$ cat src/rtl/eth_tx_frame_arbiter.sv
// eth_tx_frame_arbiter: frame-granular round-robin arbiter feeding one AXI-stream MAC TX port
module eth_tx_frame_arbiter #(
  parameter int IFG_CYCLES = 12,
  parameter int MAX_BEATS = 1518,
  parameter int CNT_W = 16
) (
  input  logic             clk,
  input  logic             rst,
  input  logic             enable,
  input  logic [7:0]       s0_tdata,
  input  logic             s0_tvalid,
  input  logic             s0_tlast,
  output logic             s0_tready,
  input  logic [7:0]       s1_tdata,
  input  logic             s1_tvalid,
  input  logic             s1_tlast,
  output logic             s1_tready,
  output logic [7:0]       m_tdata,
  output logic             m_tvalid,
  output logic             m_tlast,
  input  logic             m_tready,
  output logic             grant,
  output logic             busy,
  output logic [CNT_W-1:0] frame_cnt0,
  output logic [CNT_W-1:0] frame_cnt1,
  output logic             trunc_err
);
  localparam int BW = $clog2(MAX_BEATS + 1);
  localparam int GW = IFG_CYCLES > 1 ? $clog2(IFG_CYCLES) : 1;
  typedef enum logic [1:0] {IDLE, PASS, DRAIN, GAP} state_t;
  localparam state_t END_ST = IFG_CYCLES == 0 ? IDLE : GAP;
  state_t state;
  logic last_served;
  logic [BW-1:0] beat_cnt;
  logic [GW-1:0] gap_cnt;
  logic sel_valid;
  logic sel_last;
  logic forced;
  // Steer the granted source to the MAC; the sink side is silent outside PASS
  always_comb begin
    sel_valid = grant ? s1_tvalid : s0_tvalid;
    sel_last = grant ? s1_tlast : s0_tlast;
    forced = beat_cnt == BW'(MAX_BEATS - 1);
    m_tvalid = state == PASS && sel_valid;
    m_tdata = state == PASS ? (grant ? s1_tdata : s0_tdata) : 8'd0;
    m_tlast = state == PASS && (sel_last || forced);
    s0_tready = !grant && (state == DRAIN || (state == PASS && m_tready));
    s1_tready = grant && (state == DRAIN || (state == PASS && m_tready));
    busy = state != IDLE;
  end
  // Arbitration, per-frame beat tracking, truncation drain and inter-frame gap
  always_ff @(posedge clk) begin
    if (rst) begin
      state <= IDLE;
      grant <= 1'b0;
      last_served <= 1'b1;
      beat_cnt <= '0;
      gap_cnt <= '0;
      frame_cnt0 <= '0;
      frame_cnt1 <= '0;
      trunc_err <= 1'b0;
    end else begin
      trunc_err <= 1'b0;
      case (state)
        IDLE: if (enable && (s0_tvalid || s1_tvalid)) begin
          grant <= s0_tvalid && s1_tvalid ? !last_served : s1_tvalid;
          beat_cnt <= '0;
          state <= PASS;
        end
        PASS: if (m_tvalid && m_tready) begin
          beat_cnt <= beat_cnt + 1'b1;
          if (sel_last || forced) begin
            if (!grant && frame_cnt0 != '1) frame_cnt0 <= frame_cnt0 + 1'b1;
            if (grant && frame_cnt1 != '1) frame_cnt1 <= frame_cnt1 + 1'b1;
            last_served <= grant;
            trunc_err <= !sel_last;
            gap_cnt <= '0;
            state <= sel_last ? END_ST : DRAIN;
          end
        end
        DRAIN: if (sel_valid && sel_last) begin
          gap_cnt <= '0;
          state <= END_ST;
        end
        GAP: if (gap_cnt == GW'(IFG_CYCLES - 1)) state <= IDLE;
             else gap_cnt <= gap_cnt + 1'b1;
        default: state <= IDLE;
      endcase
    end
  end
endmodule
$ cat config.mk
export PLATFORM = sky130hd
export DESIGN_NAME = eth_tx_frame_arbiter
export DESIGN_NICKNAME = d
export VERILOG_FILES = /design/src/rtl/eth_tx_frame_arbiter.sv
export SDC_FILE = /design/constraint.sdc
export NUM_CORES = 1
export LEC_CHECK = 0
export BUFFER_PORTS_ARGS = -buffer_cell sky130_fd_sc_hd__buf_2
export CAP_MARGIN = 20
export CORE_UTILIZATION = 56
export CTS_BUF_LIST = sky130_fd_sc_hd__clkbuf_2 sky130_fd_sc_hd__clkbuf_4 sky130_fd_sc_hd__clkbuf_8
export CTS_CLUSTER_SIZE = 8
export DETAILED_ROUTE_END_ITERATION = 6
export PLACE_DENSITY = 0.83
export SYNTH_ARGS = -nofsm -noshare
export SYNTH_HDL_FRONTEND = slang
export SYNTH_SLANG_ARGS = --single-unit
$ cat constraint.sdc
create_clock -name clk -period 2.3 [get_ports clk]
set_input_delay 0.23 -clock clk [delete_from_list [all_inputs] [get_ports clk]]
set_output_delay 0.23 -clock clk [all_outputs]
set_load 0.05 [all_outputs]
# Word-level counts from Yosys, hierarchy flattened
# Index checks and enable logic that the tools add are counted.
# word_totals
word_cells	77
regBits	52
# op_classes
n_bitwise	3
muxes	20
eq_ne	13
n_reduce_logical	29
n_addsub	4
# op_table
cell	n
$add A16 B1 Y16 const B	2
$ne A16 B16 Y1 const B	2
$mux W11	2
$pmux W11 S2	1
$mux W4	4
$mux W8	2
$pmux W4 S3	1
$add A11 B1 Y11 const B	1
$eq A11 B11 Y1 const B	1
$logic_and A1 B1 Y1	11
$mux W2	5
$reduce_and A5 Y1	2
$ne A2 B2 Y1 const B	4
$pmux W2 S4	1
$reduce_and A4 Y1	2
$reduce_and A3 Y1	2
$add A4 B1 Y4 const B	1
$eq A2 B2 Y1 const B	2
$eq A4 B4 Y1 const B	1
$mux W1	4
$ne A2 B1 Y1 const B	2
$reduce_bool A2 Y1	2
$reduce_or A4 Y1	1
$logic_not A1 Y1	3
other kinds (6)	10

# Longest topological paths before layout
# logic_depth
word_depth	5
depth_mapped	10
depth_no_buf	7

# Worst setup path before layout
# Ideal clock, no wire load.
# synth_path
path_kind	register to output
from	register grant
to	output m_tdata[2]
path_buffers	2
required_time_ns	2.070
arrival_time_ns	2.137
slack_ns	-0.067
path_stages_with_launch	5
path_cell_list	dfxtp_1 buf_4 clkbuf_1 mux2i_1 nor2b_1
# synth_between
elab_chain_len	2
# synth_rtl
item	line_no	rtl
from (decl)	22	output logic grant,
from (signal assigned)	66	grant <= s0_tvalid && s1_tvalid ? !last_served : s1_tvalid;
$mux W8 (2 in series)	45	m_tdata = state == PASS ? (grant ? s1_tdata : s0_tdata) : 8'd0;
to (decl)	18	output logic [7:0] m_tdata,
# No other way between the ends.

# Worst setup path after layout
# layout_path
from	register beat_cnt[0]
to	register frame_cnt0[13]
# layout_between
elab_chain_len	3
# layout_rtl
item	line_no	rtl
from (decl)	34	logic [BW-1:0] beat_cnt;
from (signal assigned)	71	beat_cnt <= beat_cnt + 1'b1;
$eq A11 B11 Y1	43	forced = beat_cnt == BW'(MAX_BEATS - 1);
$logic_or A1 B1 Y1	72	if (sel_last || forced) begin
$reduce_and A4 Y1 (no line)	--	
to (signal assigned)	73	if (!grant && frame_cnt0 != '1) frame_cnt0 <= frame_cnt0 + 1'b1;
to (decl)	24	output logic [CNT_W-1:0] frame_cnt0,
# No other way between the ends.
# A chain may end at the register's enable or synchronous reset.

==> flow_metrics.py <==
metrics = {
    "outcome": {
        "outcome": "finished, final reports clean",
    },
    "routing": {
        "routed-via-count": 2938,
        "drc": 0,
        "drt_iter0_drc": 275,
        "detail-route-antenna-nets": 0,
        "vias_per_cell": 5.89,
        "drt_first_pass_iters": 5,
        "drt_wl_total_um": 7320,
        "wl_per_cell_um": 14.7,
    },
    "sta": {
        "tightestPinTransition_ps": 716,
        "fin_skew_ps": 12.8,
        "min_period_ps": 2200,
        "rsz0062_at_grt": "true",
        "fmax_mhz": 456,
        "hold_viol_final": 0,
        "slew_headroom": 0.522,
        "finalCritPeriodShare": 0.954,
        "drv_slew": 0,
        "finalSetupViolCount": 0,
    },
    "critical_path": {
        "start_kind": "flop",
        "slowest_delay_ps": 420,
        "reg2reg_from": "beat_cnt[0]$_SDFFE_PP0P_",
        "cp_cell_sequence": "ha_1 -> nor4bb_1 -> a31o_2 -> nand2_1 -> buf_4 -> nor4_1 -> mux2_2",
        "worstSetupEndpointType": "flop",
        "r2r_cells": 7,
        "worstPathArrival_ps": 2410,
        "r2r_setup_slack_ps": 100,
        "crit_required_ps": 2510,
        "path_class": "flop to flop",
        "critPathSlowestCell": "dfxtp_1",
        "crit_path_max_fanout": 18,
        "r2r_end": "frame_cnt0[13]$_SDFFE_PP0P_",
    },
    "global_route": {
        "overflow": 0,
        "antenna_found_initial": 0,
        "grt_max_degree": 38,
        "grt_pass1_wl_um": 11700,
        "grt_usage": 0.266,
        "grt_pass1_vias": 2610,
    },
    "power_and_ir_drop": {
        "ir_drop_uv": 509,
        "p_leak_nw": 1.44,
        "powerDensity_mw_per_mm2": 704,
    },
    "logic_synthesis": {
        "avgSynthCellArea_um2": 8.41,
        "synth-seq-cells": 52,
        "yosys-top-cells-area": "dfxtp_1, ha_1, nor2b_1",
        "synthCells": 357,
        "synth_top_area_share": 0.347,
        "yosysWarnings": 0,
        "yosysSeqAreaShare": 0.347,
        "synth_edf_count": 0,
        "synth_nets": 391,
        "async_flop_share": 0,
        "synth_flop_cell": "dfxtp_1",
        "yosysUniqueCellTypes": 48,
        "yosysTopAreaCell": "dfxtp_1",
        "post_synth_instance_area_mm2": 0.00300,
    },
    "finish": {
        "multi_input_area_mm2": 0.00184,
        "layout_common_cells": "buf_2, dfxtp_1, nand2_1",
        "nFillCells": 460,
        "fin_nets": 462,
        "regArea_mm2": 0.00104,
        "final_core_util": 0.689,
        "layout_commonest_cell": "buf_2",
        "drive_gt1_frac": 0.256,
        "diodes": 0,
        "design_area_mm2": 0.00354,
        "area_growth_pct": 18.0,
    },
    "clock_network": {
        "cts_resized": 0,
        "ctsHoldBuffers": 0,
        "path_clk_slew_ps": 100,
        "cts_buffer_depth": 2,
        "clkSinkCount": 52,
        "clock_latency_ps": 320,
        "cts-root-buf": "clkbuf_8",
        "htreeDepth": 2,
        "post-cts-setup-buffer-count": 0,
        "cts-buffers-inserted": 5,
        "tritoncts": "done",
    },
    "place": {
        "portBuffers": 70,
        "placed_cell_area_mm2": 0.00342,
        "place.gp.congestion": 0.822,
        "dp_hpwl_um": 5160,
    },
    "floorplanning": {
        "design.die.area_mm2": 0.00566,
        "rows": 26,
        "io_pins": 71,
        "core_area_mm2": 0.00514,
        "die_y_um": 75.2,
        "die_x_um": 75.2,
        "initial_core_util": 0.584,
    },
    "job": {
        "max_cap_viol_count": 0,
    },
    "worst_hold_path": {
        "whs_path_depth": 3,
        "hp-start": "enable",
        "hold_path_end": "grant$_SDFFE_PP0P_",
        "hp-class": "input port to flop",
    },
}
==> synthesized netlist by cell type (all sizes together), types with 8 or more instances <==
cell,n
buf,8
nand3,20
xor2,14
and3,8
nor2b,20
or4,17
ha,10
clkbuf,8
inv,14
o21ai,9
o31ai,14
nand2,29
nand4,18
dfxtp,52
mux2i,12
nor2,27
a21oi,22
==> cells by family after synthesis <==
group | synth area share
and+or+nand+nor | 0.323
muxes | 0.0675
buffers and inverters | 0.0459
AOI/OAI and AO/OA | 0.134
adders and majority gates | 0.0417
xor gates and xnor gates | 0.0409
DFF | 0.347
==> how the worst max path moves through the flow <==
| stage | from | depth (start not counted) | endpoint | slack [ps] |
|---|---|---|---|---|
| after global routing | beat_cnt[0]$_SDFFE_PP0P_ | 7 | frame_cnt0[13]$_SDFFE_PP0P_ | -90 |
| after global placement | beat_cnt[0]$_SDFFE_PP0P_ | 7 | frame_cnt0[13]$_SDFFE_PP0P_ | 200 |
| after floorplan | grant$_SDFFE_PP0P_ | 6 | frame_cnt1[13]$_SDFFE_PP0P_ | 140 |
| final | beat_cnt[0]$_SDFFE_PP0P_ | 7 | frame_cnt0[13]$_SDFFE_PP0P_ | 100 |
| after CTS | beat_cnt[0]$_SDFFE_PP0P_ | 7 | frame_cnt0[13]$_SDFFE_PP0P_ | 90 |
| after detailed placement | beat_cnt[0]$_SDFFE_PP0P_ | 7 | frame_cnt0[13]$_SDFFE_PP0P_ | 110 |
==> critical path, delay by kind of cell (launching register included) <==
family | cells | cell delay (ps)
AO/OA/AOI/OAI | 1 | 280
adder cells (fa/ha/maj) | 1 | 160
buffers and inverters | 1 | 200
flip-flops | 1 | 420
multiplexers | 1 | 360
AND/OR/NAND/NOR | 3 | 670
==> metal layers <==
metal | global-route usage | vias to the layer above | part of all wire
met1 | 0.339 | 1399 | 0.44
met5 | 0 | - | 0
met3 | 0.0509 | 11 | 0.041
met2 | 0.453 | 73 | 0.50
li1 | - | 1455 | -
met4 | 0.0885 | 0 | 0.014
==> final cells by class <==
type | count | area share
multi-input cells | 275 | 0.519
flip-flops and latches | 52 | 0.294
repair buffers | 80 | 0.120
well taps | 70 | 0.0247
clock buffers | 6 | 0.0233
inverters | 14 | 0.0148
clock inverters | 2 | 0.00389
==> through the flow <==
stage | std cells | power [mW] | setup WS, ps | hold slack, ps | TNS, ps
2_1_floorplan | 357 | 1.71 | 136 | 395 | 0
3_3_place_gp | 488 | 1.89 | 197 | 473 | 0
3_5_place_dp | 488 | 1.91 | 106 | 470 | 0
4_1_cts | 496 | 2.47 | 88.5 | 213 | 0
5_1_grt | 499 | 2.61 | -90.6 | 239 | -503
6_report | 499 | 2.49 | 105 | 211 | 0
==> registers in the layout, summed over array words and instances (netlist names) <==
name,cells
trunc_err,1
state,2
last_served,1
frame_cnt1,16
gap_cnt,4
frame_cnt0,16
grant,1
beat_cnt,11
==> power by group <==
part / total (mW) / leakage (nW) / internal, mW / switching [mW]
combinational: 0.979 / 0.973 / 0.286 / 0.693
sequential: 0.946 / 0.419 / 0.922 / 0.0241
clock: 0.567 / 0.0516 / 0.247 / 0.321
total: 2.49 / 1.44 / 1.45 / 1.04
Note: power is estimated with default switching activity, not from simulation.
